$ cat src/rtl/data_bank_write_ctrl.sv
// Write-port controller for the cache data banks: arbitrates line-atomic refills
// against single-word store hits and drives registered one-cycle bank write strobes.
module data_bank_write_ctrl #(
    parameter int unsigned NBANK  = 4,
    parameter int unsigned SET_W  = 6,
    parameter int unsigned WAYS   = 4,
    parameter int unsigned DATA_W = 32
) (
    input  logic                       clock,
    input  logic                       reset,
    input  logic                       refill_req_valid,
    output logic                       refill_req_ready,
    input  logic [SET_W-1:0]           refill_set,
    input  logic [WAYS-1:0]            refill_way,
    input  logic                       refill_beat_valid,
    output logic                       refill_beat_ready,
    input  logic [DATA_W-1:0]          refill_beat_data,
    output logic                       refill_done,
    input  logic                       st_valid,
    output logic                       st_ready,
    input  logic [SET_W-1:0]           st_set,
    input  logic [WAYS-1:0]            st_way,
    input  logic [$clog2(NBANK)-1:0]   st_bank,
    input  logic [DATA_W-1:0]          st_data,
    input  logic [(DATA_W/8)-1:0]      st_mask,
    output logic [NBANK-1:0]           bank_w_en,
    output logic [SET_W-1:0]           bank_w_set,
    output logic [WAYS-1:0]            bank_w_way,
    output logic [DATA_W-1:0]          bank_w_data,
    output logic [(DATA_W/8)-1:0]      bank_w_mask,
    output logic                       busy
);

    localparam int unsigned BANK_W = $clog2(NBANK);
    localparam int unsigned MASK_W = DATA_W / 8;

    typedef enum logic [1:0] {
        IDLE = 2'd0,
        FILL = 2'd1,
        DONE = 2'd2
    } state_t;

    state_t              state;
    state_t              next_state;
    logic [BANK_W-1:0]   beat_cnt;
    logic                st_prio;
    logic [SET_W-1:0]    fill_set;
    logic [WAYS-1:0]     fill_way;

    logic                refill_acc;
    logic                beat_acc;
    logic                st_acc;
    logic                wr_issue;
    logic [NBANK-1:0]    wr_en;
    logic [SET_W-1:0]    wr_set;
    logic [WAYS-1:0]     wr_way;
    logic [DATA_W-1:0]   wr_data;
    logic [MASK_W-1:0]   wr_mask;

    // State register
    always_ff @(posedge clock or posedge reset) begin
        if (reset) state <= IDLE;
        else       state <= next_state;
    end

    // Next-state logic
    always_comb begin
        next_state = state;
        case (state)
            IDLE:    if (refill_acc) next_state = FILL;
            FILL:    if (beat_acc && (beat_cnt == BANK_W'(NBANK - 1))) next_state = DONE;
            DONE:    next_state = IDLE;
            default: next_state = IDLE;
        endcase
    end

    // Handshake outputs; held low while reset is asserted
    always_comb begin
        refill_req_ready  = 1'b0;
        st_ready          = 1'b0;
        refill_beat_ready = 1'b0;
        if (!reset) begin
            case (state)
                IDLE: begin
                    refill_req_ready = !st_prio || !st_valid;
                    st_ready         = !refill_req_valid || st_prio;
                end
                FILL:    refill_beat_ready = 1'b1;
                default: ;
            endcase
        end
    end

    assign refill_acc = refill_req_valid  && refill_req_ready;
    assign beat_acc   = refill_beat_valid && refill_beat_ready;
    assign st_acc     = st_valid          && st_ready;
    assign wr_issue   = st_acc || beat_acc;

    // Write payload for the next strobe cycle; stores and beats never coincide
    always_comb begin
        wr_en   = '0;
        wr_set  = fill_set;
        wr_way  = fill_way;
        wr_data = refill_beat_data;
        wr_mask = '1;
        if (st_acc) begin
            wr_en   = NBANK'(1) << st_bank;
            wr_set  = st_set;
            wr_way  = st_way;
            wr_data = st_data;
            wr_mask = st_mask;
        end else if (beat_acc) begin
            wr_en   = NBANK'(1) << beat_cnt;
        end
    end

    // Refill bookkeeping and store-priority flag
    always_ff @(posedge clock or posedge reset) begin
        if (reset) begin
            beat_cnt <= '0;
            st_prio  <= 1'b0;
            fill_set <= '0;
            fill_way <= '0;
        end else begin
            if (refill_acc) begin
                beat_cnt <= '0;
                fill_set <= refill_set;
                fill_way <= refill_way;
            end else if (beat_acc) begin
                beat_cnt <= beat_cnt + BANK_W'(1);
            end
            if (refill_acc && st_valid) st_prio <= 1'b1;
            else if (st_acc)            st_prio <= 1'b0;
        end
    end

    // Registered bank write port and status
    always_ff @(posedge clock or posedge reset) begin
        if (reset) begin
            bank_w_en   <= '0;
            bank_w_set  <= '0;
            bank_w_way  <= '0;
            bank_w_data <= '0;
            bank_w_mask <= '0;
            refill_done <= 1'b0;
            busy        <= 1'b0;
        end else begin
            bank_w_en   <= wr_en;
            if (wr_issue) begin
                bank_w_set  <= wr_set;
                bank_w_way  <= wr_way;
                bank_w_data <= wr_data;
                bank_w_mask <= wr_mask;
            end
            refill_done <= (next_state == DONE);
            busy        <= (next_state != IDLE);
        end
    end

endmodule
$ cat config.mk
export PLATFORM = sky130hd
export DESIGN_NAME = data_bank_write_ctrl
export DESIGN_NICKNAME = d
export VERILOG_FILES = /design/src/rtl/data_bank_write_ctrl.sv
export SDC_FILE = /design/constraint.sdc
export NUM_CORES = 1
export LEC_CHECK = 0
export CORE_UTILIZATION = 45
export CTS_CLUSTER_DIAMETER = 50
export CTS_CLUSTER_SIZE = 24
export DETAILED_ROUTE_END_ITERATION = 6
export DONT_BUFFER_PORTS = 1
export GPL_ROUTABILITY_DRIVEN = 1
export GPL_TIMING_DRIVEN = 0
export HOLD_SLACK_MARGIN = 0.02
export PLACE_DENSITY_LB_ADDON = 0.08
export SYNTH_ARGS = -nofsm -noshare
export SYNTH_HDL_FRONTEND = slang
export SYNTH_SLANG_ARGS = --single-unit
$ cat constraint.sdc
create_clock -name clock -period 2.2 [get_ports clock]
set_input_delay 0.33 -clock clock [delete_from_list [all_inputs] [get_ports clock]]
set_output_delay 0.33 -clock clock [all_outputs]
set_load 0.02 [all_outputs]
**Word-level counts from Yosys, hierarchy flattened**

Cells that the tools add are included.

- Register bits: 67
- Bits in latches: 0
- Bits in writable memories: 0
- Memory bits (read-only): 0
- Input bits: 95
- Output and inout port bits: 55
- Memories: 0

- Add/sub/neg operators: 1
- Multipliers: 0
- Div/mod/pow operators: 0
- Magnitude comparators: 0
- Equal/unequal tests: 3
- Shift operators: 2
- Muxes and demuxes: 19
- Bitwise operators: 0
- Reductions and logical operators: 15

Operator list:

| cell | count |
|---|---|
| 32-bit two-way mux | 1 |
| 4-bit two-way mux | 4 |
| 1-bit two-way mux | 8 |
| 2-bit two-way mux | 4 |
| 1-bit by 2-bit left shift with 4-bit output, first input constant | 2 |
| 6-bit two-way mux | 1 |
| 2-bit nonzero test | 3 |
| 1-bit logical AND | 5 |
| 2-bit equality test, second input constant | 2 |
| 2-bit one-hot mux with 2 select lines | 1 |
| 1-bit zero test | 3 |
| 1-bit logical OR | 3 |
| 2-bit by 1-bit adder with 2-bit output, second input constant | 1 |
| 2-bit by 1-bit equality test with 1-bit output, second input constant | 1 |
| 2-bit zero test | 1 |

**Logic depth before layout (Yosys ltp)**

- Depth in word-level cells: 8
- Mapped depth: 6
- Depth with buffers taken out: 4

**Worst setup path before layout**

OpenSTA, ideal clock, no wires.

- Kind: register to register
- From: register state[1]
- To: register bank_w_data[29]
- Data arrival time: 1.524 ns
- Required time: 2.075 ns
- Slack: 0.551 ns
- Stages on the path, launching flop included: 6
- Period minus slack after synthesis: 1.649 ns
- Cells stage by stage: dfrtp_1 and4bb_1 buf_6 buf_6 mux2_4 mux2_4

- Longest elaborated chain between the ends: 5
- Elaborated cells on any way between the ends: 10

RTL lines:

| what | RTL line | text |
|---|---|---|
| from (decl) | 43 | `state_t state;` |
| from (signal assigned) | 63 | `else state <= next_state;` |
| 2-bit zero test or 2-bit by 1-bit equality test with 1-bit output (tied branches) | 83 | `case (state)` |
| 1-bit two-way mux | 83 |  |
| 1-bit two-way mux | 82 | `if (!reset) begin` |
| 1-bit logical AND (on tied branches) | 96, 95 |  |
| 32-bit two-way mux or 1-bit logical OR (tied branches) | 106, 97 |  |
| to (signal assigned) | 152 | `bank_w_data <= wr_data;` |
| to (decl) | 29 | `output logic [DATA_W-1:0] bank_w_data,` |

Several ways; a longest one is shown, not always the timed one.
A chain may end at the register's enable or synchronous reset.

**Worst setup path in the final report**

- From: register state[1]
- To: output refill_req_ready

- Longest elaborated chain between the ends: 3

RTL lines:

| what | RTL line | text |
|---|---|---|
| 2-bit zero test | 83 |  |
| 1-bit two-way mux | 83 |  |
| 1-bit two-way mux | 82 |  |
| to (decl) | 12 | `output logic refill_req_ready,` |

No other way between the ends.

==> metrics.md <==
| Metric | Value |
|---|---|
| Final hold violation count | 0 |
| Vias in the first global route | 1,968 |
| Initial Utilization | 0.4771 |
| Fin nets | 353 |
| Number of distinct library cells after synthesis | 29 |
| Number of buffers added to fix hold violations after cts | 0 |
| Arrival time reported for the critical path endpoint | 1.70 ns |
| Class of the most critical setup path | register to output pin |
| Most common library cell in the layout ignoring fill and taps | dfrtp_1 |
| Fin. max-slew vios | 0 |
| Post-Synthesis Cell Area | 3313 um^2 |
| Synth Area per Inst | 13.63 um^2 |
| Commonest cells after routing, fill and taps aside | dfrtp_1, mux2_4, nand4_1, mux2_2, mux2i_1 |
| Clock tree skew after final layout | 0.007251 ns |
| Cell at the root of the clock tree | clkbuf_8 |
| Dominant combinational cell family by area after synthesis | multiplexers |
| Gr usage total | 0.1817 |
| Met2 wire length | 3314 um |
| Post-route core utilization | 0.5220 |
| Share of the yosys chip area belonging to registers | 0.5060 |
| Post-layout worst setup margin | 0.1694 ns |
| Fillers | 622 |
| Fraction of synthesized area in multiplexers | 0.3097 |
| Area share of xor/xnor cells in the synthesized design | 0.002644 |
| Cell area after placement | 3436 um^2 |
| Flip-flop and latch count after synthesis | 67 |
| Net count of the mapped netlist | 342 |
| Fraction of final layout cells with drive strength greater than 1 | 0.3514 |
| Total grt overflow | 0 |
| Worst endpoint required time | 1.87 ns |
| Overall power | 5.292 mW |
| Die area | 7710 um^2 |
| Clk slew on worst S/H paths | 0.07 ns |
| TritonCTS clock tree | yes |
| Port Buf Inserts | 0 |
| Ys async rst share | 1.000 |
| Max-cap violation count | 0 |
| Antenna diode count | 0 |
| Number of levels in the clock H-tree | 3 |
| Pre-CTS worst setup slack | 0.3270 ns |
| Max IR drop VDD | 0.0005710 V |
| Pleak | 1.614 nW |
| Routed len/inst | 19.35 um |
| Routability congestion estimate from global placement | 0.7077 |
| Class of the worst hold path | primary input to asynchronous set/reset pin |
| Via count | 1,965 |
| Warning count from the yosys run | 0 |
| Num CTS Buffers | 9 |
| Metal3 WL | 540 um |
| Number of DRC violations after detailed-routing iteration 0 | 65 |
| Highest fanout seen on the critical path | 10 |
| Detailed Place HPWL | 4696 um |
| Number of remaining DRC errors | 0 |
| RSZ-0062 raised after global routing | no |
| DRT Pass-1 Iters | 4 |
| Length of routed wiring on met1 | 2900 um |
| Area of the core region | 6944 um^2 |
| Share of synthesized cell area in and, or, nand and nor gates | 0.07742 |
| Cell count after synthesis | 243 |
| Worst Hold Margin | 0.03848 ns |
| Buffer levels on the longest clock path | 2 |
| Highest metal layer with signal wires | met4 |
| Worst relative slew slack | 0.4511 |
| Final setup viols | 0 |
| Number of antenna violations at the first check in global routing | 0 |
| Maximum clock frequency | 492.5 MHz |
| Setup crit end kind | output pin |
| TritonCTS Sinks | 67 |
| Layout Cell Area excl Fill | 3625 um^2 |
| Synthesis-to-layout area growth | 9.403% |
| Die extent in x | 87.81 um |
| Die Height | 87.81 um |
| Post-DRT Antenna Nets | 0 |
| Startpoint types | register |
| Worst Tran Pin Value | 0.8233 ns |
| Number of enable flip-flop cells after synthesis | 0 |
| Main flop type after synthesis | dfrtp_1 |
| Clock network latency to the later pin of the worst-skew pair | 0.33 ns |
| Global-route wire length before repair | 10,430 um |
| Share of the clock period used by the worst path after layout | 0.9230 |
| Ratio of routed vias to standard cells | 5.535 |
| Detailed-route wire length | 6870 um |
| Number of placement rows | 30 |
| Period minus WS final | 2.031 ns |
| Run status | completed |
| Share of the synthesized area in compound gates (AO/OA/AOI/OAI) | 0.04607 |
| Post-synthesis share of cell area spent on full adders, half adders and majority gates | 0.01511 |
| Cell Pwr Density | 1460 nW/um^2 |
| Pin count of the biggest net entering global routing | 68 |
| Number of placed I/O pins | 150 |
sequential cells by signal (all words and copies together) (netlist names):
signal       cells
bank_w_data     32
bank_w_set       6
fill_set         6
bank_w_en        4
bank_w_mask      4
bank_w_way       4
fill_way         4
beat_cnt         2
state            2
busy             1
refill_done      1
st_prio          1
worst max-delay path, cell delays in order, from the launching register on:
cell      delay [ns]
dfrtp_1         0.43
nor3_4          0.34
clkbuf_2        0.30
and2_1          0.31
logic make-up after synthesis:
kind of cell,after synthesis
AO/OA/AOI/OAI,26
multiplexers,79
flip-flops,67
buffers and inverters,25
AND/OR/NAND/NOR,41
adder cells (fa/ha/maj),4
XOR/XNOR,1
layout make-up:
cell class / instances / area, um^2 / area share
clock buffers: 14 / 152.6 / 0.04211
well taps: 96 / 120.1 / 0.03314
flip-flops and latches: 67 / 1677 / 0.4625
clock inverters: 2 / 35.03 / 0.009665
inverters: 5 / 21.27 / 0.005868
multi-input cells: 151 / 1494 / 0.4121
plain buffers: 20 / 125.1 / 0.03452
Yosys cell counts (3+ instances only):
library cell / n / area share
a32o_1: 3 / 0.0091
and2_1: 4 / 0.0076
buf_2: 4 / 0.0060
buf_6: 5 / 0.017
clkbuf_1: 8 / 0.0091
dfrtp_1: 67 / 0.51
ha_1: 4 / 0.015
inv_1: 5 / 0.0057
mux2_2: 20 / 0.068
mux2_4: 42 / 0.19
mux2i_1: 17 / 0.051
nand4_1: 20 / 0.038
nor2_1: 6 / 0.0068
o21ai_0: 15 / 0.023
o21ai_1: 5 / 0.0076
what timing repair did:
item,in CTS,in global routing
endpoints found under the setup margin,0,2
gates resized for setup,0,2
endpoints found under the hold margin,0,0
setup buffers,0,0
stage by stage:
step	std cells	TNS [ns]
final	355	0
after CTS	355	0
after floorplan	243	0
after detailed placement	339	0
after global placement	339	-43.76
after global routing	355	0
final timing paths:
| check | from | endpoint | slack, ns | cells past startpoint |
|---|---|---|---|---|
| worst min-delay path | reset | bank_w_data[21]$_DFFE_PP0P_ | 0.04 | 1 |
| max in group asynchronous | reset | bank_w_data[9]$_DFFE_PP0P_ | 1.63 | 1 |
| worst min register to register | fill_set[5]$_DFFE_PP0P_ | fill_set[5]$_DFFE_PP0P_ | 0.51 | 1 |
| worst max register to register | state[1]$_DFF_PP0_ | bank_w_data[15]$_DFFE_PP0P_ | 0.35 | 4 |
| worst max-delay path | state[1]$_DFF_PP0_ | refill_req_ready | 0.17 | 3 |
| min in group clock | st_data[12] | bank_w_data[12]$_DFFE_PP0P_ | 0.14 | 1 |
power by group:
group | leakage [nW] | internal (mW) | switching, mW
Sequential | 0.800 | 1.81 | 0.950
Clock | 0.0947 | 0.555 | 0.428
Combinational | 0.719 | 0.968 | 0.582
routing by layer:
| layer | GRT usage | vias up |
|---|---|---|
| met5 | 0 | - |
| li1 | - | 903 |
| met4 | 0.08495 | 0 |
| met3 | 0.05467 | 10 |
| met1 | 0.2378 | 964 |
| met2 | 0.2763 | 88 |
Power figures use the tool's default switching activity.
